==> src/rtl/ov7670_cfg_pkg.sv <==
// ov7670_cfg_pkg: shared types and constants for the OV7670 SCCB configurator.
// Holds the FSM state enum, table markers and sensor register addresses.
package ov7670_cfg_pkg;

  typedef enum logic [2:0] {
    IDLE,
    FETCH,
    START,
    BITS,
    STOP,
    GAP,
    DELAY,
    DONE
  } state_t;

  localparam logic [15:0] TBL_END   = 16'hFFFF;
  localparam logic [15:0] TBL_DELAY = 16'hFFF0;

  localparam logic [7:0] COM7   = 8'h12;
  localparam logic [7:0] RGB444 = 8'h8C;
  localparam logic [7:0] COM15  = 8'h40;
  localparam logic [7:0] CLKRC  = 8'h11;

  // Slots 8, 17 and 26 are the ninth (ACK / don't-care) bit of each phase.
  function automatic logic dc_slot(input logic [4:0] s);
    return (s == 5'd8) || (s == 5'd17) || (s == 5'd26);
  endfunction

endpackage

==> src/rtl/ov7670_reg_rom.sv <==
// ov7670_reg_rom: index -> {reg, val} lookup of the OV7670 power-up table.
// Ports: idx (table index), entry (16-bit entry). Macro OV7670_TEST_PATTERN_EN.
module ov7670_reg_rom
  import ov7670_cfg_pkg::*;
(
  input  logic [7:0]  idx,
  output logic [15:0] entry
);

  always_comb begin
    entry = TBL_END;
    case (idx)
      8'd0:  entry = {COM7, 8'h80};
      8'd1:  entry = TBL_DELAY;
      8'd2:  entry = {COM7, 8'h04};
      8'd3:  entry = {COM15, 8'hD0};
      8'd4:  entry = {RGB444, 8'h00};
      8'd5:  entry = {CLKRC, 8'h00};
      8'd6:  entry = 16'h0C00;
      8'd7:  entry = 16'h3E00;
      8'd8:  entry = 16'h3A04;
      8'd9:  entry = 16'h1713;
      8'd10: entry = 16'h1801;
      8'd11: entry = 16'h32B6;
      8'd12: entry = 16'h1902;
      8'd13: entry = 16'h1A7A;
      8'd14: entry = 16'h030A;
`ifdef OV7670_TEST_PATTERN_EN
      // 8-bar colour test pattern for bring-up without optics.
      8'd15: entry = 16'h703A;
      8'd16: entry = 16'h71B5;
`endif
      default: entry = TBL_END;
    endcase
  end

endmodule

==> src/rtl/ov7670_sccb_config.sv <==
// ov7670_sccb_config: walks the register table, one SCCB 3-phase write each.
// Ports: clk, rst, start -> busy, done, reg_idx, sioc, siod_o, siod_oe.
// Optional table extension under OV7670_TEST_PATTERN_EN (see ov7670_reg_rom).
module ov7670_sccb_config
  import ov7670_cfg_pkg::*;
#(
  parameter int          CLK_HZ       = 25_000_000,
  parameter int          SCCB_HZ      = 100_000,
  parameter logic [7:0]  DEV_ID       = 8'h42,
  parameter int          DELAY_CYCLES = 250_000
) (
  input  logic       clk,
  input  logic       rst,
  input  logic       start,
  output logic       busy,
  output logic       done,
  output logic [7:0] reg_idx,
  output logic       sioc,
  output logic       siod_o,
  output logic       siod_oe
);

  localparam int QDIV = CLK_HZ / (4 * SCCB_HZ);
  localparam int QW = (QDIV > 1) ? $clog2(QDIV) : 1;
  localparam int DW = (DELAY_CYCLES > 1) ? $clog2(DELAY_CYCLES) : 1;

  if (QDIV < 1) begin : g_qdiv_chk
    $error("ov7670_sccb_config: CLK_HZ/(4*SCCB_HZ) must be >= 1");
  end

  state_t         state;
  logic [QW-1:0]  qcnt;
  logic           qtick;
  logic [1:0]     q;
  logic [4:0]     slot;
  logic [26:0]    sr;
  logic [DW-1:0]  dcnt;
  logic [15:0]    entry;

  ov7670_reg_rom u_rom (
    .idx   (reg_idx),
    .entry (entry)
  );

  assign qtick = (qcnt == QW'(QDIV - 1));

  always_ff @(posedge clk) begin
    if (rst) begin
      state   <= IDLE;
      qcnt    <= '0;
      q       <= '0;
      slot    <= '0;
      sr      <= '0;
      dcnt    <= '0;
      busy    <= 1'b0;
      done    <= 1'b0;
      reg_idx <= '0;
      sioc    <= 1'b1;
      siod_o  <= 1'b1;
      siod_oe <= 1'b1;
    end else begin
      qcnt <= qtick ? '0 : qcnt + 1'b1;
      unique case (state)
        IDLE: begin
          qcnt <= '0;
          if (start) begin
            state   <= FETCH;
            busy    <= 1'b1;
            done    <= 1'b0;
            reg_idx <= '0;
          end
        end
        FETCH: begin
          qcnt <= '0;
          q    <= '0;
          slot <= '0;
          dcnt <= '0;
          unique case (1'b1)
            (entry == TBL_END): begin
              state <= DONE;
              busy  <= 1'b0;
              done  <= 1'b1;
            end
            (entry == TBL_DELAY): state <= DELAY;
            default: begin
              state   <= START;
              sr      <= {DEV_ID, 1'b1, entry[15:8], 1'b1, entry[7:0], 1'b1};
              sioc    <= 1'b1;
              siod_o  <= 1'b0;
              siod_oe <= 1'b1;
            end
          endcase
        end
        START: begin
          if (qtick) begin
            if (q == 2'd0) begin
              q    <= 2'd1;
              sioc <= 1'b0;
            end else begin
              state   <= BITS;
              q       <= '0;
              slot    <= '0;
              siod_o  <= sr[26];
              sr      <= {sr[25:0], 1'b0};
              siod_oe <= 1'b1;
            end
          end
        end
        BITS: begin
          if (qtick) begin
            if (q == 2'd1) sioc <= 1'b1;
            if (q != 2'd3) begin
              q <= q + 2'd1;
            end else if (slot == 5'd26) begin
              state   <= STOP;
              q       <= '0;
              sioc    <= 1'b0;
              siod_o  <= 1'b0;
              siod_oe <= 1'b1;
            end else begin
              q       <= '0;
              slot    <= slot + 5'd1;
              sioc    <= 1'b0;
              siod_o  <= sr[26];
              sr      <= {sr[25:0], 1'b0};
              siod_oe <= !dc_slot(slot + 5'd1);
            end
          end
        end
        STOP: begin
          if (qtick) begin
            q <= q + 2'd1;
            if (q == 2'd0) sioc <= 1'b1;
            if (q == 2'd1) siod_o <= 1'b1;
            if (q == 2'd2) begin
              state <= GAP;
              q     <= '0;
            end
          end
        end
        GAP: begin
          if (qtick) begin
            q <= q + 2'd1;
            if (q == 2'd3) begin
              state   <= FETCH;
              reg_idx <= reg_idx + 8'd1;
            end
          end
        end
        DELAY: begin
          qcnt <= '0;
          dcnt <= dcnt + 1'b1;
          if (dcnt == DW'(DELAY_CYCLES - 1)) begin
            state   <= FETCH;
            reg_idx <= reg_idx + 8'd1;
          end
        end
        DONE: begin
          qcnt  <= '0;
          state <= IDLE;
        end
      endcase
    end
  end

endmodule

==> config.mk <==
export PLATFORM = sky130hd
export DESIGN_NAME = ov7670_sccb_config
export DESIGN_NICKNAME = d
export VERILOG_FILES = /design/src/rtl/ov7670_cfg_pkg.sv /design/src/rtl/ov7670_reg_rom.sv /design/src/rtl/ov7670_sccb_config.sv
export SDC_FILE = /design/constraint.sdc
export NUM_CORES = 1
export LEC_CHECK = 0
export CAP_MARGIN = 10
export CORE_UTILIZATION = 50
export DETAILED_ROUTE_END_ITERATION = 7
export GPL_ROUTABILITY_DRIVEN = 0
export GPL_TIMING_DRIVEN = 0
export PLACE_DENSITY = 0.67
export REMOVE_ABC_BUFFERS = 1
export SYNTH_ARGS = -nofsm -noshare
export SYNTH_HDL_FRONTEND = slang
export SYNTH_SLANG_ARGS = --single-unit
==> constraint.sdc <==
create_clock -name clk -period 5.54 [get_ports clk]
set_input_delay 0.831 -clock clk [delete_from_list [all_inputs] [get_ports clk]]
set_output_delay 0.831 -clock clk [all_outputs]
set_load 0.01 [all_outputs]
==> results.toml <==
[setup_path]
critical_path_class = "flop to flop"
endpoint_kind = "flop"
start_kind = "flop"
cpPeakStageDelay_ps = 770
required_ps = 5770
cp.arrival_ps = 3460
worst-path-max-fanout = 20
cp_cell_sequence = "and3b_1, o21a_1, a21oi_1, a22oi_2, inv_1, ha_1, a22oi_1, o221ai_1"
cpMaxStageDelayCell = "dfxtp_1"
rrSetupSlack_ps = 2310

[detailed_routing]
drc = 1
ant_nets = 0
vias = 4056
drt_iter0_drc = 137
via_per_inst = 5.94
wire_per_inst_um = 14.6
drt_pre_antenna_iters = 7
postRouteWirelength_mm = 9.95

[die]
die_w_um = 98.3
fp-row-count = 34
coreArea_um2 = 8850
fp.dieArea_um2 = 9650
io_pins = 16
die_h_um = 98.3
initial_utilization = 0.523

[sta]
min_period_over_period = 0.584
rsz0062_at_grt = "false"
tns_ps = 0
fin_hold_ws_ps = 454
period_minus_slack_ps = 3230
max_freq_ghz = 0.309
slew_headroom = 0.326
tightest_slew_ps = 1010
slew_violations = 0
final_hold_viol_count = 0
skew_ps = 9.19
finalSetupViolations = 0

[final_layout]
nets = 595
final_area_um2 = 4940
fillers = 833
layout_commonest_cell = "dfxtp_1"
most-common-layout-cells = "90 x dfxtp_1, 72 x nand2_1, 61 x a21oi_1, 61 x nor2_1, 25 x nand3_1"
layout-drive-gt1-share = 0.0504
syn_to_final_growth_pct = 6.73
diodes = 0

[global_route]
grt_pass1_wl_mm = 17.6
grt_max_degree = 40
grt_antenna_before_repair = 0
grt_pass1_vias = 3787
track_usage = 0.222
grt.overflow.total = 0

[clocking]
postCtsSetupBuffers = 0
clkLatencyLatePin_ps = 360
htreeDepth = 3
cts_tree = "done"
post_cts_resized = 0
cts_hold_buf = 0
cts_root_buffer = "clkbuf_8"
cts_buffers = 9
clkSinkCount = 90
cts.reportedPaths.clkPinSlew_ps = 90
cts.path.max_buffers = 2

[power_and_ir_drop]
power.internal_uw = 1090
p_sw_uw = 744
switching_share = 0.405
powerDensity_nw_per_um2 = 371
p_seq_frac = 0.434
p_leak_uw = 0.00184
clkPwrFrac = 0.219
power_frac_comb = 0.347
ir_drop_v = 0.000201

[synthesis]
synth_area_leader_cell = "dfxtp_1"
syn_inst = 575
synth_edf_count = 0
synth.avg_cell_area_um2 = 8.06
seq_area_frac_synth = 0.389
synthDominantCellAreaShare = 0.389
synth_warnings = 0
yosysUniqueCellTypes = 65
ys_top_cells_by_area = "dfxtp_1 39%, a21oi_1 6.6%, ha_1 5.9%, nand2_1 5.8%, nor2_1 4.9%"
syn_area_um2 = 4630
synth_flop_cell = "dfxtp_1"
ys_ff_latch = 90
ys_async_sr_fraction = 0

[min_path]
hold_path.class = "flop to flop"

[placed_design]
dp_hpwl_mm = 6.78
postPlaceCellArea_um2 = 4770
io_buffers = 15

[outcome]
status = "finished, violations left"
violations = "DRC"

[job]
max_cap_violations = 0
-- stage by stage --
stage,utilization,setup slack [ps],power (µW),std cells
CTS,0.559,2330,1850,683
detailed placement,0.540,2210,1450,667
global route,0.559,2000,1990,683
finish,0.559,2310,1840,683
floorplan,-,2890,1260,542
global placement,0.537,632,1420,665
-- path summary, 6_finish.rpt --
path / from / to / cells past startpoint
setup reg to reg: state[1] / flop / 8
setup / recovery: state[1] / flop / 8
hold / removal: sr[5] / sr[5] / 2
hold reg to reg: sr[5] / sr[5] / 2
-- power groups by stage --
stage | Clock (µW) | Combinational, µW | Sequential [µW]
floorplan | 0 | 470 | 790
global placement | 0 | 619 | 805
detailed placement | 0 | 636 | 810
CTS | 414 | 639 | 795
global route | 442 | 739 | 809
finish | 402 | 637 | 797
-- critical path: cells and delay by family, from the launching register on --
family	cells	cell delay [ps]
DFF	1	770
AOI/OAI and AO/OA	5	1330
buffers and inverters	1	190
and+or+nand+nor	1	470
adders and majority gates	1	320
-- synthesized netlist by cell type, types with 3 or more instances --
cell type / n
dfxtp_1: 90
nand2_1: 72
a21oi_1: 61
nor2_1: 61
nand3_1: 25
ha_1: 22
o211ai_1: 21
clkbuf_1: 18
o21ai_0: 18
nor3_1: 17
or3_1: 16
inv_1: 15
nand2b_1: 10
and3_1: 9
mux2i_1: 7
buf_2: 6
nand4_1: 6
xor2_1: 5
a21o_1: 4
a311oi_1: 4
and2_1: 4
and4_1: 4
nand3b_1: 4
o31ai_1: 4
a211oi_1: 3
a22oi_1: 3
a31oi_1: 3
a41oi_1: 3
buf_1: 3
buf_4: 3
buf_6: 3
nor2b_1: 3
o22ai_1: 3
or4_1: 3
xnor2_1: 3
-- routing by layer --
layer  share of wire  track usage  vias up
met1            0.47        0.297     1891
met2            0.47        0.358       98
li1                -            -     2050
met3           0.045       0.0437       17
met5               0            0        -
met4           0.015       0.0746        0
-- cell type report --
type / count / area, µm² / area share
multi-input combinational: 436 / 2610 / 0.527
sequential: 90 / 1800 / 0.364
timing repair buffer: 17 / 173 / 0.0349
tap: 108 / 135 / 0.0273
clock buffer: 11 / 131 / 0.0266
inverter: 16 / 60.1 / 0.0121
clock inverter: 5 / 37.5 / 0.00759
-- cell families after synthesis --
family / count (synthesis) / share of synthesized area
XOR/XNOR: 8 / 0.0151
AO/OA/AOI/OAI: 147 / 0.203
buffers and inverters: 49 / 0.0486
multiplexers: 9 / 0.0200
adder cells (fa/ha/maj): 22 / 0.0594
flip-flops: 90 / 0.389
AND/OR/NAND/NOR: 250 / 0.265
No activity file was read; power rests on OpenSTA's default activity.
